`src/rtl/vram_port_arbiter.sv`:
```
// Shares the single SDRAM FIFO port among NREQ requesters (0 = fixed priority, rest round robin).
// Grant one cycle after a request is seen in IDLE; port waits stall on wr_buffer/rd_buffer, bounded by TIMEOUT.
module vram_port_arbiter #(
   parameter int NREQ    = 3,
   parameter int GAP_CYC = 3,
   parameter int TIMEOUT = 1023
) (
   input  logic               clk,
   input  logic               reset,
   input  logic [NREQ-1:0]    req_valid,
   input  logic [NREQ-1:0]    req_op,
   input  logic [NREQ*25-1:0] req_addr,
   input  logic [NREQ*5-1:0]  req_len,
   input  logic [NREQ*16-1:0] req_wdata,
   output logic [NREQ-1:0]    grant,
   output logic               wdata_take,
   output logic               rdata_valid,
   output logic [15:0]        rdata,
   output logic [4:0]         rdata_idx,
   output logic [NREQ-1:0]    done,
   output logic               err,
   output logic               busy,
   output logic               write_ld,
   output logic               write_req,
   output logic [24:0]        writeaddr,
   output logic [15:0]        writedata,
   output logic               read_ld,
   output logic               read_req,
   output logic [24:0]        readaddr,
   input  logic [15:0]        readdata,
   input  logic [15:0]        wr_buffer,
   input  logic [15:0]        rd_buffer
);
   localparam int IW   = $clog2(NREQ);
   localparam int CMAX = (TIMEOUT > GAP_CYC) ? TIMEOUT : GAP_CYC;
   localparam int CW   = (CMAX > 1) ? $clog2(CMAX + 1) : 1;

   typedef enum logic [3:0] {
      IDLE, WLOAD, WREQ, WGAP, WDRAIN, RLOAD, RFILL, RBURST, RTAIL, DONE
   } state_t;

   typedef struct packed {
      logic        op;
      logic [24:0] addr;
      logic [4:0]  len;
   } txn_t;

   state_t          state, state_n;
   txn_t            txn, win_txn;
   logic [IW-1:0]   gidx, win_idx, rr_ptr;
   logic            win_vld;
   logic [CW-1:0]   cnt, cnt_n;
   logic [4:0]      wcnt, wcnt_n;
   logic            err_q, err_n;
   logic [15:0]     gnt_wdata;

   // Requester 0 first, then scan rr_ptr..NREQ-1 and wrap to 1..rr_ptr-1.
   always_comb begin
      win_vld = 1'b0;
      win_idx = '0;
      if (req_valid[0]) begin
         win_vld = 1'b1;
      end else begin
         for (int j = 1; j < NREQ; j++) begin
            if (!win_vld && j >= int'(rr_ptr) && req_valid[j]) begin
               win_vld = 1'b1;
               win_idx = IW'(j);
            end
         end
         for (int j = 1; j < NREQ; j++) begin
            if (!win_vld && j < int'(rr_ptr) && req_valid[j]) begin
               win_vld = 1'b1;
               win_idx = IW'(j);
            end
         end
      end
   end

   always_comb begin
      win_txn   = '0;
      gnt_wdata = '0;
      for (int k = 0; k < NREQ; k++) begin
         if (win_idx == IW'(k)) begin
            win_txn.op   = req_op[k];
            win_txn.addr = req_addr[25*k +: 25];
            win_txn.len  = req_len[5*k +: 5];
         end
         if (gidx == IW'(k)) begin
            gnt_wdata = req_wdata[16*k +: 16];
         end
      end
   end

   always_comb begin
      state_n = state;
      cnt_n   = cnt;
      wcnt_n  = wcnt;
      err_n   = err_q;
      case (state)
         IDLE: begin
            cnt_n  = '0;
            wcnt_n = '0;
            err_n  = 1'b0;
            if (win_vld) begin
               if (win_txn.len == 5'd0) state_n = DONE;
               else if (win_txn.op)     state_n = WLOAD;
               else                     state_n = RLOAD;
            end
         end
         WLOAD: state_n = WREQ;
         WREQ: begin
            wcnt_n = wcnt + 5'd1;
            cnt_n  = '0;
            if (GAP_CYC > 0)                  state_n = WGAP;
            else if (wcnt + 5'd1 == txn.len)  state_n = WDRAIN;
         end
         WGAP: begin
            if (int'(cnt) >= GAP_CYC - 1) begin
               cnt_n   = '0;
               state_n = (wcnt == txn.len) ? WDRAIN : WREQ;
            end else begin
               cnt_n = cnt + CW'(1);
            end
         end
         WDRAIN: begin
            if (wr_buffer == 16'd0) begin
               state_n = DONE;
            end else if (int'(cnt) >= TIMEOUT - 1) begin
               state_n = DONE;
               err_n   = 1'b1;
            end else begin
               cnt_n = cnt + CW'(1);
            end
         end
         RLOAD: begin
            cnt_n   = '0;
            state_n = RFILL;
         end
         RFILL: begin
            if (rd_buffer >= {11'd0, txn.len}) begin
               wcnt_n  = '0;
               state_n = RBURST;
            end else if (int'(cnt) >= TIMEOUT - 1) begin
               state_n = DONE;
               err_n   = 1'b1;
            end else begin
               cnt_n = cnt + CW'(1);
            end
         end
         RBURST: begin
            wcnt_n = wcnt + 5'd1;
            if (wcnt + 5'd1 == txn.len) state_n = RTAIL;
         end
         // Last read word is still in the rdata register this cycle.
         RTAIL:   state_n = DONE;
         DONE:    state_n = IDLE;
         default: state_n = IDLE;
      endcase
   end

   always_comb begin
      busy       = (state != IDLE);
      grant      = '0;
      done       = '0;
      for (int k = 0; k < NREQ; k++) begin
         grant[k] = busy && (gidx == IW'(k));
         done[k]  = (state == DONE) && (gidx == IW'(k));
      end
      err        = (state == DONE) && err_q;
      write_ld   = (state == WLOAD);
      writeaddr  = write_ld ? txn.addr : '0;
      write_req  = (state == WREQ);
      wdata_take = write_req;
      writedata  = write_req ? gnt_wdata : '0;
      read_ld    = (state == RLOAD);
      readaddr   = read_ld ? txn.addr : '0;
      read_req   = (state == RBURST);
   end

   always_ff @(posedge clk) begin
      if (reset) begin
         state       <= IDLE;
         txn         <= '0;
         gidx        <= '0;
         rr_ptr      <= IW'(1);
         cnt         <= '0;
         wcnt        <= '0;
         err_q       <= 1'b0;
         rdata_valid <= 1'b0;
         rdata       <= '0;
         rdata_idx   <= '0;
      end else begin
         state       <= state_n;
         cnt         <= cnt_n;
         wcnt        <= wcnt_n;
         err_q       <= err_n;
         rdata_valid <= read_req;
         if (state == IDLE && win_vld) begin
            gidx <= win_idx;
            txn  <= win_txn;
            if (win_idx != '0) begin
               rr_ptr <= (win_idx == IW'(NREQ - 1)) ? IW'(1) : win_idx + IW'(1);
            end
         end
         if (read_req) begin
            rdata     <= readdata;
            rdata_idx <= wcnt;
         end
      end
   end
endmodule

```
`config.mk`:
```
export PLATFORM = sky130hd
export DESIGN_NAME = vram_port_arbiter
export DESIGN_NICKNAME = d
export VERILOG_FILES = /design/src/rtl/vram_port_arbiter.sv
export SDC_FILE = /design/constraint.sdc
export NUM_CORES = 1
export LEC_CHECK = 0
export CELL_PAD_IN_SITES_DETAIL_PLACEMENT = 0
export CELL_PAD_IN_SITES_GLOBAL_PLACEMENT = 1
export CORE_ASPECT_RATIO = 0.8
export CORE_MARGIN = 2
export CORE_UTILIZATION = 25
export CTS_BUF_LIST = sky130_fd_sc_hd__clkbuf_16
export DETAILED_ROUTE_END_ITERATION = 7
export PLACE_DENSITY_LB_ADDON = 0.1
export SETUP_SLACK_MARGIN = 0.4
export SLEW_MARGIN = 15
export SYNTH_ARGS = -nofsm -noshare
export SYNTH_HDL_FRONTEND = slang
export SYNTH_SLANG_ARGS = --single-unit
export TNS_END_PERCENT = 50
```
`constraint.sdc`:
```
create_clock -name clk -period 3.1 [get_ports clk]
set_input_delay 0.62 -clock clk [delete_from_list [all_inputs] [get_ports clk]]
set_output_delay 0.62 -clock clk [all_outputs]
set_load 0.03 [all_outputs]
```
==> summary.txt <==
Run status
  – Run status: finished, final reports clean

Clocking
  – Maximum root-to-sink buffer count: 2
  – Clock tree from TritonCTS: built
  – Cts bufs inserted: 9
  – Clock edge transition at the registers on the reported setup and hold paths: 60 ps
  – Total number of H-tree levels: 3
  – Number of sinks driven by the clock tree: between 70 and 80
  – Clock latency reported for the late side of the worst-skew pair: 350 ps
  – Clk root buf: clkbuf_16

Min path
  – Origin of the worst min-delay path: rdata[3]
  – Class of the most critical hold timing path: reg -> reg
  – Hold-critical path endpoint: rdata[3]
  – Worst Hold Depth: 2

Die
  – DIE AREA: about 21,000 µm²
  – Die Width: roughly 160 µm
  – Num rows: between 40 and 50
  – Height of the chip: ~130 µm
  – I/O pins: 295
  – Initial core utilization: between 20 and 30%
  – Core area: about 19,000 µm²

Worst setup path
  – Worst reg2reg path startpoint: txn[0]
  – Type of element capturing the critical path: output port
  – Startpoint Class: register
  – Cells along the critical path: buf_4 > nor3_2 > buf_12 > and2_1 > clkdlybuf4s50_1
  – Slack of the worst reg-to-reg path: 720 ps
  – Top fanout value on the critical path: 26
  – Path depth of the worst reg2reg path: 9
  – Max stage delay on crit path: 660 ps
  – Worst flop-to-flop path endpoint: cnt[4]
  – Worst-path cell with the longest stage delay: clkdlybuf4s50_1
  – Data required time of the worst path: approximately 2500 ps
  – Arrival time worst endpoint: around 2100 ps
  – Worst Path Class, Setup: reg -> out

Synth
  – Count of distinct cell types in the synthesized netlist: slightly above 60
  – Primary flip-flop cell chosen by synthesis mapping: dfxtp_1
  – Share of the synthesized area in the top cell type: a little under a third
  – Gate Count Post-Synth: 685
  – FFs w/ async S/R, synth: 0%
  – Proportion of synthesized chip area in sequential cells: a little under a third
  – Total of flip-flops plus latches after synthesis: between 70 and 80
  – Number of synthesized flops with an enable pin: 0
  – Yosys warnings: 0
  – Area of the mapped netlist: 4873 µm²
  – Mean post-synth cell area: roughly 7.1 µm²
  – Syn nets: just under 900
  – Leading cell types by total area after synthesis: dfxtp_1 31%, nor2_1 9.5%, nand2_1 8.2%
  – Library cell occupying the most area in the post-synthesis netlist: dfxtp_1

Pwr
  – Peak supply drop: 312.9 µV
  – Areal power density over the cells: around 600 nW/µm²
  – Leakage: ~3.7 nW

Cells and area
  – Post-layout util: roughly 45%
  – Total Nets Final: approximately 1,200
  – Filler cells: 1,975
  – Multi-input gate area in the final layout: 3102 µm²
  – Register cell area after layout: 1523 µm²
  – Proportion of layout cells with a drive suffix above 1: between 8 and 9%
  – Growth of design area from synthesis to finish: 74.15%

STA
  – Final hold vios: 0
  – Setup repair after global routing missed its margin: yes
  – Share of the clock period used by the worst path after layout: around nine tenths
  – Slew at the pin closest to its max-slew limit: between 500 and 600 ps
  – Worst-case hold slack: roughly 450 ps
  – Headroom to the max-slew limit: between 60% and 70%
  – Max Clk Rate: about 360 MHz
  – Clock tree skew after final layout: 12.90 ps
  – Final Setup Violations: 0
  – Final max-slew violation count: 0
  – Final sum of negative setup slack: 0 ps
  – Min Tclk post-route: 2764 ps

Drt
  – Met2 WL post-DR: roughly 9000 µm
  – Overall via count from detail_route: 5,703
  – DRT met1 WL: 8547 µm
  – Routed wire per std cell: about 16 µm
  – Number of design rule violations left after detail routing: 0
  – Met3 routed wirelength: roughly 1600 µm
  – Violation count after the first detailed-routing iteration: 226
  – Number of detailed-route iterations in the first pass: 4
  – Count of antenna-violating nets left after detailed routing: 0
  – Detail-routed via count per cell: ~4.6
  – Routed Wire Length: about 20,000 µm
  – Highest routing layer actually used: met4

Global route
  – Number of global-route vias before repair: 5,424
  – Global-route wire length before repair: 29,530 µm
  – Initial antenna violation count: 1
  – Maximum number of pins on one net before global-route repair: between 40 and 50
  – Total grt overflow: 0
  – Overall Global Routing Usage: around 18%

Placed design
  – Port-buffer cells: 294
  – Final weighted congestion of routability-driven global placement: around 0.79
  – Detail Placement HPWL: 14,920 µm

Flow run
  – Max-Cap Viols: 0
[flip-flops by register name, summed over array words and instances (netlist names)]
signal and flops:
cnt 10, rr_ptr 2, wcnt 5, rdata 16, gidx 2, err_q 1, rdata_idx 5, rdata_valid 1
state 4, txn 30
[power breakdown]
group | internal (mW) | switching, mW | leakage, nW | total [mW]
Clock | 0.553 | 0.469 | 0.127 | 1.02
Sequential | 1.15 | 0.159 | 0.619 | 1.31
Combinational | 1.19 | 1.55 | 2.93 | 2.74
Total | 2.90 | 2.18 | 3.68 | 5.08
[logic make-up after synthesis]
kind of cell	count (synthesis)	share of synthesized area, %
multiplexers	16	3.286
AO/OA/AOI/OAI	149	20.51
AND/OR/NAND/NOR	357	34.69
flip-flops	76	31.22
XOR/XNOR	16	2.875
buffers and inverters	63	5.366
adder cells (fa/ha/maj)	8	2.054
[Yosys cell counts (all sizes together) (2+ instances only)]
cell     instances
buf             16
o21ai            9
nand2b           8
and3             4
clkbuf          33
dfxtp           76
nor4            10
or2              2
a311oi          25
inv             13
o2bb2ai          4
nor2           128
xnor2            5
and2            56
a211oi           5
xor2            11
o211ai           2
a41oi            2
a21oi           80
a31oi            6
mux2i           16
nor3             9
o21a             2
nand3            9
or3              6
nand2          108
a21o             2
ha               8
nand4            7
nor3b            2
nor2b            4
o311ai           3
[final cells by class]
type | instances | share of cell area (%)
diodes | 1 | 0.02949
clock buffers | 9 | 2.654
clock inverters | 7 | 0.6929
inverters | 14 | 0.6192
multi-input cells | 546 | 36.55
flip-flops and latches | 76 | 17.94
well taps | 258 | 3.804
repair buffers | 326 | 37.71
[what timing repair did]
| action | CTS | global route |
|---|---|---|
| gates resized for setup | 31 | 19 |
| hold endpoints to repair | 0 | 0 |
| pin swaps | 1 | 0 |
| buffers inserted | 3 | 0 |
| hold buffers | 0 | 0 |
| endpoints found under the setup margin | 65 | 38 |
[worst max-delay path: cells and delay by family (launching register included)]
kind          cells  cell delay (ps)
flops             1              380
buf+inv           3             1040
simple gates      2              380
[layer usage]
| layer | track usage (%) | vias up |
|---|---|---|
| li1 | - | 2931 |
| met1 | 22.01 | 2535 |
| met2 | 30.25 | 214 |
| met3 | 6.222 | 23 |
| met4 | 5.246 | 0 |
| met5 | 0 | - |
[cell usage in the layout, fill, tap and decap left out, types with 3 or more instances in the layout]
cell type          n
inv_2              3
dlygate4sd2_1     30
a311oi_1          25
clkinvlp_4         4
clkbuf_16          9
xnor2_1            5
nand2b_1           7
buf_12             4
nor4_1             9
buf_4             43
ha_1               8
nor3_1             8
nand3_1            9
mux2i_1           16
a21oi_1           79
a31oi_1            6
and3_1             4
o2bb2ai_1          4
dlymetal6s2s_1    19
nor2_2             7
o21ai_1            5
dfxtp_1           75
inv_1             10
nor2b_1            4
or3_1              6
and2_1            56
a211oi_1           3
clkdlybuf4s50_1  229
nor2_1           121
xor2_1            11
nand4_1            6
nand2_1          107
o21ai_0            4
[worst max path at each step]
stage,startpoint,cells past startpoint,slack [ps],to
finish,state[2],5,340,writeaddr[19]
global route,state[2],5,260,writeaddr[23]
CTS,state[0],5,250,writedata[0]
detailed placement,rd_buffer[0],11,20,cnt[4]
global placement,rd_buffer[0],11,90,cnt[8]
floorplan,rd_buffer[0],10,650,cnt[4]
[metrics by stage]
step / total power [mW] / setup slack, ps / area, µm² / std cells
detailed placement: 4.074 / 22.10 / 8167 / 1217
finish: 5.081 / 335.6 / 8487 / 1237
global placement: 4.090 / 87.72 / 8167 / 1217
floorplan: 2.940 / 649.0 / 4873 / 685
CTS: 5.144 / 245.6 / 8437 / 1236
global route: 5.431 / 259.7 / 8487 / 1237
No activity file was read; power rests on OpenSTA's default activity.
